`config.mk`:
```
export PLATFORM = sky130hd
export DESIGN_NAME = tvla_sequencer
export DESIGN_NICKNAME = d
export VERILOG_FILES = /design/src/rtl/tvla_sequencer.sv
export SDC_FILE = /design/constraint.sdc
export NUM_CORES = 1
export LEC_CHECK = 0
export BUFFER_PORTS_ARGS = -buffer_cell sky130_fd_sc_hd__buf_2
export CORE_ASPECT_RATIO = 1.2
export CORE_MARGIN = 5
export CORE_UTILIZATION = 30
export CTS_CLUSTER_DIAMETER = 30
export DETAILED_ROUTE_END_ITERATION = 12
export PLACE_DENSITY_LB_ADDON = 0.25
export RECOVER_POWER = 50
export SKIP_CTS_REPAIR_TIMING = 1
export SYNTH_ARGS = -nofsm -noshare
export SYNTH_HDL_FRONTEND = slang
export SYNTH_SLANG_ARGS = --single-unit
```
`constraint.sdc`:
```
create_clock -name CLK -period 4.66 [get_ports CLK]
set_input_delay 0.466 -clock CLK [delete_from_list [all_inputs] [get_ports CLK]]
set_output_delay 0.466 -clock CLK [all_outputs]
set_load 0.01 [all_outputs]
```
`src/rtl/tvla_sequencer.sv`:
```
// Fixed-vs-random TVLA capture sequencer: paces traces, drives the scope
// trigger and chains random plaintexts from the previous ciphertext.
module tvla_sequencer #(
    parameter int unsigned  NUM_TRACES = 1000,
    parameter int unsigned  GAP_CYCLES = 1000,
    parameter int unsigned  TRIG_LEAD  = 4,
    parameter int unsigned  TIMEOUT    = 255,
    parameter logic [15:0]  LFSR_SEED  = 16'hACE1,
    parameter logic [127:0] FIXED_PT   = 128'h0,
    parameter logic [127:0] RAND_SEED  = 128'hDA39A3EE5E6B4B0D3255BFEF95601890,
    parameter logic [127:0] KEY        = 128'h000102030405060708090A0B0C0D0E0F
) (
    input  logic         CLK,
    input  logic         RST,
    input  logic         start,
    input  logic         aes_ready,
    output logic         aes_start,
    output logic [127:0] aes_pt,
    output logic [127:0] aes_key,
    input  logic         aes_valid,
    input  logic [127:0] aes_ct,
    output logic         trigger_pin,
    output logic         output_fix,
    output logic         done_signal,
    output logic         timeout_err,
    output logic [15:0]  trace_count,
    output logic [127:0] ct_sig
);

    typedef enum logic [2:0] {
        IDLE, GAP, ARM, LAUNCH, BUSY, POST, DONE, ERR
    } state_e;

    state_e         state_q, state_d;
    logic [31:0]    cnt_q, cnt_d;
    logic [15:0]    lfsr_q, lfsr_d, lfsr_step;
    logic [127:0]   rand_q, rand_d;
    logic [127:0]   ct_q, ct_d;
    logic [127:0]   pt_q, pt_d;
    logic           fix_q, fix_d;
    logic [15:0]    tc_q, tc_d;
    logic [127:0]   sig_q, sig_d;

    assign lfsr_step = {lfsr_q[0] ^ lfsr_q[2] ^ lfsr_q[3] ^ lfsr_q[5],
                        lfsr_q[15:1]};

    always_ff @(posedge CLK) begin
        if (RST) begin
            state_q <= IDLE;
            cnt_q   <= '0;
            lfsr_q  <= LFSR_SEED;
            rand_q  <= RAND_SEED;
            ct_q    <= '0;
            pt_q    <= '0;
            fix_q   <= 1'b0;
            tc_q    <= '0;
            sig_q   <= '0;
        end else begin
            state_q <= state_d;
            cnt_q   <= cnt_d;
            lfsr_q  <= lfsr_d;
            rand_q  <= rand_d;
            ct_q    <= ct_d;
            pt_q    <= pt_d;
            fix_q   <= fix_d;
            tc_q    <= tc_d;
            sig_q   <= sig_d;
        end
    end

    always_comb begin
        state_d   = state_q;
        cnt_d     = cnt_q;
        lfsr_d    = lfsr_q;
        rand_d    = rand_q;
        ct_d      = ct_q;
        pt_d      = pt_q;
        fix_d     = fix_q;
        tc_d      = tc_q;
        sig_d     = sig_q;
        aes_start = 1'b0;
        unique case (state_q)
            IDLE, DONE: begin
                if (start) begin
                    tc_d   = '0;
                    sig_d  = '0;
                    lfsr_d = LFSR_SEED;
                    rand_d = RAND_SEED;
                    cnt_d  = '0;
                    if (NUM_TRACES == 0) begin
                        state_d = DONE;
                    end else begin
                        state_d = GAP;
                        fix_d   = LFSR_SEED[0];
                        pt_d    = LFSR_SEED[0] ? FIXED_PT : RAND_SEED;
                    end
                end
            end
            GAP: begin
                if (cnt_q == GAP_CYCLES - 1) begin
                    state_d = ARM;
                    cnt_d   = '0;
                end else begin
                    cnt_d = cnt_q + 32'd1;
                end
            end
            ARM: begin
                if (cnt_q == TRIG_LEAD - 1) begin
                    state_d = LAUNCH;
                    cnt_d   = '0;
                end else begin
                    cnt_d = cnt_q + 32'd1;
                end
            end
            LAUNCH: begin
                // Never launch while reset is being applied
                aes_start = aes_ready & ~RST;
                if (aes_ready) begin
                    state_d = BUSY;
                    cnt_d   = '0;
                end
            end
            BUSY: begin
                if (aes_valid) begin
                    ct_d    = aes_ct;
                    state_d = POST;
                end else if (cnt_q == TIMEOUT - 1) begin
                    state_d = ERR;
                end else begin
                    cnt_d = cnt_q + 32'd1;
                end
            end
            POST: begin
                tc_d   = tc_q + 16'd1;
                sig_d  = sig_q ^ ct_q;
                lfsr_d = lfsr_step;
                cnt_d  = '0;
                if (!fix_q) rand_d = ct_q;
                if (tc_d == 16'(NUM_TRACES)) begin
                    state_d = DONE;
                end else begin
                    state_d = GAP;
                    fix_d   = lfsr_step[0];
                    pt_d    = lfsr_step[0] ? FIXED_PT : rand_d;
                end
            end
            ERR: begin
                state_d = ERR;
            end
            default: state_d = IDLE;
        endcase
    end

    assign aes_pt      = pt_q;
    assign aes_key     = KEY;
    assign output_fix  = fix_q;
    assign trace_count = tc_q;
    assign ct_sig      = sig_q;
    assign trigger_pin = (state_q == ARM) || (state_q == LAUNCH) ||
                         (state_q == BUSY);
    assign done_signal = (state_q == DONE);
    assign timeout_err = (state_q == ERR);

endmodule
```
After elaboration in Yosys (flattened, before gate mapping). Index checks and enable logic that the tools add are counted.

Muxes and demuxes: 31. Bitwise gates (word level): 6. Add/sub/neg operators: 2. Reduce and logical (&&, ||, !) cells: 11. Equality and inequality tests: 19.

Operators by type and width (count): 128-bit case mux with 2 select lines (3); 128-bit 2-to-1 mux (5); 32-bit 2-to-1 mux (6); 32-bit case mux with 6 select lines (1); 128-bit XOR (1); 16-bit case mux with 2 select lines (2); 32-bit by 1-bit adder with 32-bit output (second input constant) (1); 32-bit by 10-bit equality test with 1-bit output (second input constant) (1); 32-bit by 2-bit equality test with 1-bit output (second input constant) (1); 32-bit by 8-bit equality test with 1-bit output (second input constant) (1); 16-bit 2-to-1 mux (2); 3-bit 2-to-1 mux (7); 3-bit case mux with 7 select lines (1); 16-bit by 1-bit adder with 16-bit output (second input constant) (1); 16-bit by 10-bit equality test with 1-bit output (second input constant) (1); 2-bit inequality test (second input constant) (7); 3-bit equality test (second input constant) (4); 5-bit AND reduction (2); 3-bit by 2-bit equality test with 1-bit output (second input constant) (2); 6-bit nonzero test (1); 2-bit AND reduction (2); 3-bit by 1-bit equality test with 1-bit output (second input constant) (1); 3-bit zero test (1); 1-bit 2-to-1 mux (3); 9 further kinds (12).

Input port bits: 133. Register bits: 580. Output and inout port bits: 405.

Logic depth before layout (Yosys ltp). Gate-level depths: netlist of run 1.

Word-level depth: 4. Mapped depth: 10.

Least setup slack after synthesis of run 1. OpenSTA, ideal clock, no wires.

Kind: register to register. Start: register tc_q[0] (netlist: trace_count[0]). End: register pt_q[100] (netlist: aes_pt[100]). Clock period less this slack: 2823 ps. Cell stages (with the launch flop): 10. Setup slack: 1837 ps. Path buffers: 2. Required time: 4588 ps. Data arrival time: 2751 ps. Path through: dfxtp_1 > ha_1 > nand3_1 > o31ai_1 > nand4_1 > or4_4 > o41ai_4 > buf_8 > buf_12 > mux2i_1.

Longest elaborated chain between the ends: 4.

RTL lines: from (decl) (RTL line 41) `logic [15:0] tc_q, tc_d;`; from (signal assigned) (RTL line 66) `tc_q <= tc_d;`; 16-bit by 1-bit adder with 16-bit output (RTL line 134) `tc_d = tc_q + 16'd1;`; 16-bit by 10-bit equality test with 1-bit output (RTL line 139) `if (tc_d == 16'(NUM_TRACES)) begin`; 2-bit inequality test (no source line); 3-bit AND reduction (no source line); to (signal assigned) (RTL line 64) `pt_q <= pt_d;`; to (decl) (RTL line 39) `logic [127:0] pt_q, pt_d;`.

Every way passes these cells. A chain may end at the register's enable or synchronous reset.

Final worst setup path of run 1.
Start: register fix_q (netlist: output_fix). End: register rand_q[90].

Longest elaborated chain between the ends: 2.

RTL lines: from (decl) (RTL line 40) `logic fix_q, fix_d;`; from (signal assigned) (RTL line 65) `fix_q <= fix_d;`; 128-bit 2-to-1 mux (RTL line 138) `if (!fix_q) rand_d = ct_q;`; 128-bit case mux with 2 select lines (RTL line 82) `unique case (state_q)`; to (signal assigned) (RTL line 62) `rand_q <= rand_d;`; to (decl) (RTL line 37) `logic [127:0] rand_q, rand_d;`.

Every way passes these cells.

==> impl_metrics.toml, run 1 <==
[routing]
drc = 0
viasPerCell = 4.76
antenna_left = 0
wl_per_cell_um = 17.7
drt_iter0_drc = 1171
vias = 22600
first_pass_iters = 5
wl_um = 84000

[sta]
hold_violations = 0
layout_setup_ws_ns = 0.801
slew_headroom = -0.504
tns_ns = 0
tightest_slew_ns = 2.26
rsz0062_at_grt = "false"
max_clock_freq_mhz = 259
post-route-min-period_ns = 3.86
report.final.slew_viol_count = 444
period_share = 0.828
skew_ns = 0.0285
setup_viol = 0

[place]
portBuffers = 409
gp_congestion = 0.807
post-place-ws_ns = 1.14
hpwl_um = 50600

[floorplanning]
ios = 538
fp.dieW_um = 278
dieArea_mm2 = 0.0921
start_util = 0.301
coreArea_mm2 = 0.0859
rows = 118
die_h_um = 331

[clock_tree]
clkLatencyLatePin_ns = 0.71
numClockSinks = 580
root_buffer = "clkbuf_16"
numCtsBuffers = 142
cts_tree = "done"
clockBufferDepth = 3
clk_pin_slew_ns = 0.05
htree_num_levels = 4

[critical_path]
crit_type = "reg2reg"
endpoint_kind = "flop"
crit_required_ns = 5.24
crit_slowest_cell = "dfxtp_1"
critPathTopFamily = "flip-flops"
cp_num_buf_inv = 1
critical_path.max_fanout = 54
cp.depth = 4
crit_chain = "clkbuf_2 > mux2_2 > o22ai_1 > nand2b_1"
rr_startpoint = "output_fix"
reg2reg_depth = 4
endpoint = "rand_q[90]"
crit_start = "output_fix"
startpoint_type = "flop"
r2r_slack_ns = 0.80
arrival_ns = 4.44
slowest_delay_ns = 1.53
r2r_end = "rand_q[90]"

[power_and_ir_drop]
p_total_mw = 17.2
p_leak_nw = 12.6
irDropWorstVdd_mv = 0.294
power-per-cell-area_mw_per_mm2 = 511

[status]
violations = "capacitance limit, slew limit"
outcome = "finished with violations"

[hold_path]
hold_class = "in2reg"

[grt]
grt_pass1_vias = 21500
grt_overflow_total = 0
antenna_found_initial = 0
grt_max_degree = 187
globalRouteTotalUtil = 0.172
grt_pass1_wl_um = 128000

[logic_synthesis]
seq_area_frac_synth = 0.449
netlist_instances = 3052
synth_most_common_cell = "dfxtp_1"
async_flop_share = 0
synth_top_area_share = 0.449
ys_seq_elements = 580
syn_area_mm2 = 0.0258
avgSynthCellArea_um2 = 8.47
ys.flop_type = "dfxtp_1"
yosys.area.top_type = "dfxtp_1"
ys.warnings.count = 0
ys_types = 61
synth_edf_count = 0
synthTopCellsByCount = "dfxtp_1 (580), nand2_1 (413), a21oi_1 (347)"
netlist_top_cells_area = "dfxtp_1 (45%), mux2i_1 (7.4%), a21oi_1 (6.7%)"

[cells_and_area]
drive_above_1_share = 0.131
nets = 3630
area_growth_pct = 30.1
antenna_cells = 0
fin_util = 0.391

[run]
cap_violations = 5
==> cell type report <==
cell class              instances  area, um2
clock buffers                 180       3890
clock inverters                80       1100
fillers                      8820      52300
inverters                      10       37.5
multi-input cells            2231      12700
flip-flops and latches        580      11600
well taps                    1140       1430
repair buffers                527       2870
==> layout by cell type (no fill, tap or decap), types with 50 or more instances in the layout <==
cell | netlist | final
nand2b_1 | 205 | 205
dlygate4sd3_1 | 0 | 88
mux2_2 | 67 | 50
clkbuf_16 | 0 | 142
nor2_1 | 312 | 311
nand2_1 | 413 | 412
buf_2 | 4 | 134
dfxtp_1 | 580 | 580
mux2i_1 | 191 | 191
o21ai_0 | 145 | 144
conb_1 | 2 | 128
nand3b_1 | 132 | 132
a21oi_1 | 347 | 347
o22ai_1 | 77 | 77
clkbuf_1 | 187 | 293
==> logic make-up (layout without fill, tap and decap cells) <==
family / after synthesis / after routing / share of synthesized area
AOI/OAI and AO/OA: 616 / 616 / 0.129
xor gates and xnor gates: 29 / 29 / 0.00983
adders and majority gates: 5 / 5 / 0.00242
buffers and inverters: 367 / 797 / 0.0801
DFF: 580 / 580 / 0.449
muxes: 258 / 258 / 0.103
other: 2 / 128 / 0.000291
and+or+nand+nor: 1195 / 1195 / 0.226
==> worst min-delay path by stage <==
stage	cells past startpoint	startpoint	endpoint
5_1_grt	3	aes_ct[116]	ct_q[116]
3_3_place_gp	2	aes_pt[72]	aes_pt[72]
3_5_place_dp	2	aes_pt[4]	aes_pt[4]
4_1_cts	3	aes_ct[70]	ct_q[70]
2_1_floorplan	2	rand_q[104]	rand_q[104]
6_report	3	aes_ct[54]	ct_q[54]
==> metal layers <==
layer  GRT usage  share of wire
met5           0              0
met4      0.0706          0.036
met3      0.0496          0.064
met2       0.275           0.47
met1       0.217           0.43
==> worst register-to-register path: stages, from the launching register on <==
cell and delay (ns):
dfxtp_1 1.53, clkbuf_2 1.51, mux2_2 0.51, o22ai_1 0.14, nand2b_1 0.08
==> through the flow <==
step           instance area (um2)  instances  hold slack, ns
3_5_place_dp                 28200       4400           0.465
6_report                     33600       4748          0.0106
2_1_floorplan                26300       3178           0.440
4_1_cts                      33200       4660         -0.0784
5_1_grt                      33600       4748       0.0000563
3_3_place_gp                 28200       4400           0.457
==> report_power, final <==
group / total (mW) / switching [mW] / leakage (nW) / internal [mW]
Sequential: 5.11 / 0.100 / 4.67 / 5.01
Combinational: 1.96 / 1.22 / 5.46 / 0.736
Clock: 10.1 / 3.20 / 2.44 / 6.92
Total: 17.2 / 4.53 / 12.6 / 12.7
==> sequential cells by signal (all words and copies together) (netlist names) <==
signal       cells
aes_pt         128
cnt_q           32
ct_q           128
ct_sig         128
lfsr_q          16
output_fix       1
rand_q         128
state_q          3
trace_count     16
(Power assumes the default switching activity.)
==> inputs of run 2 (changes only) <==
==> constraint.sdc (replaced) <==
create_clock -name CLK -period 3.95 [get_ports CLK]
set_input_delay 0.395 -clock CLK [delete_from_list [all_inputs] [get_ports CLK]]
set_output_delay 0.395 -clock CLK [all_outputs]
set_load 0.01 [all_outputs]
==> run 2 against run 1 <==
Compared with the run above:
- the flow still finishes with violations (capacitance limit, slew limit)
- worst hold slack better by 0.18 ns
- core utilization increased by 0.19 points
- sequential share of layout area fell by 0.16 points
- critical path depth up 5
==> impl_metrics.toml, run 2 (synthesis results as in run 1) <==
[status]
outcome = "finished with violations"
violations = "capacitance limit, slew limit"

[cells_and_area]
fill_cells = 8816
nets = 3668
area_growth_pct = 30.7
final_common_cell = "dfxtp_1"
mostFrequentLayoutCells = "dfxtp_1 (579), nand2_1 (412), a21oi_1 (347), nor2_1 (310), clkbuf_1 (295)"
seq_area_mm2 = 0.0116
drive_above_1_share = 0.130
multiInputGateArea_mm2 = 0.0127

[floorplanning]
coreArea_mm2 = 0.0859
ios = 538
rows = 118
dieArea_mm2 = 0.0921
fp.dieW_um = 278
start_util = 0.301
die_h_um = 331

[critical_path]
crit_chain = "ha_1 > nand3_1 > nor4_1 > nand2_1 > o21a_1 > o41ai_4 > buf_12 > buf_12 > mux2i_1"
startpoint_type = "flop"
slowest_delay_ns = 0.64
arrival_ns = 4.10
crit_required_ns = 4.56
critPathTopFamily = "simple AND/OR/NAND/NOR gates"
crit_type = "reg2reg"
critical_path.max_fanout = 35
crit_slowest_cell = "nor4_1"
cp_num_buf_inv = 2
crit_top_cell = "buf_12"
endpoint_kind = "flop"

[sta]
tns_ns = 0
post-route-min-period_ns = 3.50
layout_setup_ws_ns = 0.455
rsz0062_at_grt = "false"
tightest_slew_ns = 1.98
report.final.slew_viol_count = 169
setup_viol = 0
slew_headroom = -0.318
max_clock_freq_mhz = 286
period_share = 0.885
skew_ns = 0.0324
hold_violations = 0

[clock_tree]
numClockSinks = 580
clkLatencyLatePin_ns = 0.71
numCtsBuffers = 135
clk_pin_slew_ns = 0.04
cts_tree = "done"
htree_num_levels = 4
clockBufferDepth = 3
root_buffer = "clkbuf_16"

[power_and_ir_drop]
internal_power_mw = 14.4
irDropWorstVdd_mv = 0.309
power-per-cell-area_mw_per_mm2 = 578
pwr-share-comb = 0.123
p_leak_nw = 12.6
p_clk_frac = 0.568
p_sw_mw = 5.08
swShare = 0.260
power_frac_seq = 0.309

[place]
hpwl_um = 50500
gp_congestion = 0.820
portBuffers = 409
post-place-ws_ns = 0.486

[routing]
viasPerCell = 4.73
antenna_left = 0
first_pass_iters = 5
vias = 22600
wl_per_cell_um = 17.5
drc = 0
wl_um = 83400
drt_iter0_drc = 1262

[grt]
grt_max_degree = 205
antenna_found_initial = 2
globalRouteTotalUtil = 0.170
grt_pass1_vias = 21500
grt_pass1_wl_um = 127000
grt_overflow_total = 0

[hold_path]
hold_class = "in2reg"

[run]
cap_violations = 2
## run 2: changes by cell type in the layout (fill, tap and decap cells not counted), moves of 3 or more
cell,change
buf_4,-4
buf_12,+11
mux2_2,+17
clkbuf_2,-4
clkbuf_16,-4
clkinv_2,-10
clkbuf_8,+4
mux2_1,-17
clkinv_16,-3
bufinv_16,-6
dlygate4sd3_1,+42
## run 2: final cells by class
class | count | area share
multi-input combinational | 2231 | 0.375
sequential | 580 | 0.344
clock buffer | 184 | 0.114
timing repair buffer | 572 | 0.103
tap | 1140 | 0.0422
clock inverter | 57 | 0.0209
inverter | 10 | 0.00111
antenna | 2 | 0.000148
## run 2: worst paths after layout
path             startpoint  slack, ns          end  depth (start not counted)
max          trace_count[0]       0.45   aes_pt[31]                          9
min                   start       0.19   state_q[1]                          4
max reg2reg  trace_count[0]       0.45   aes_pt[31]                          9
min reg2reg     rand_q[104]       0.47  rand_q[104]                          2
## run 2: stage by stage
| stage | util | hold slack (ns) | cell area, um2 | power, mW | cells |
|---|---|---|---|---|---|
| final | 0.393 | 0.186 | 33800 | 19.5 | 4776 |
| after global routing | 0.393 | 0.157 | 33800 | 20.3 | 4776 |
| after CTS | 0.383 | -0.134 | 32900 | 19.7 | 4644 |
| after detailed placement | 0.330 | 0.461 | 28300 | 8.48 | 4403 |
| after global placement | 0.330 | 0.456 | 28300 | 8.49 | 4403 |
| after floorplan | - | 0.440 | 26300 | 7.96 | 3178 |
## run 2: power by group through the flow
stage / Sequential (mW) / Combinational (mW) / Clock, mW
detailed placement: 6.14 / 2.34 / 0
finish: 6.03 / 2.41 / 11.1
global route: 6.03 / 2.58 / 11.6
CTS: 6.03 / 2.35 / 11.3
floorplan: 6.04 / 1.93 / 0
global placement: 6.14 / 2.35 / 0
## run 2: routing by layer
metal  GRT usage  part of all wire  vias up
met4      0.0686             0.035        0
met3      0.0483             0.065      165
met1       0.217              0.44    10600
met5           0                 0        -
li1            -                 -    11100
met2       0.271              0.46      649
## run 2: worst min-delay path, stage by stage
cell and delay (ns):
buf_2 0.14, nand2_1 0.06, o21ai_0 0.17, a211oi_1 0.06
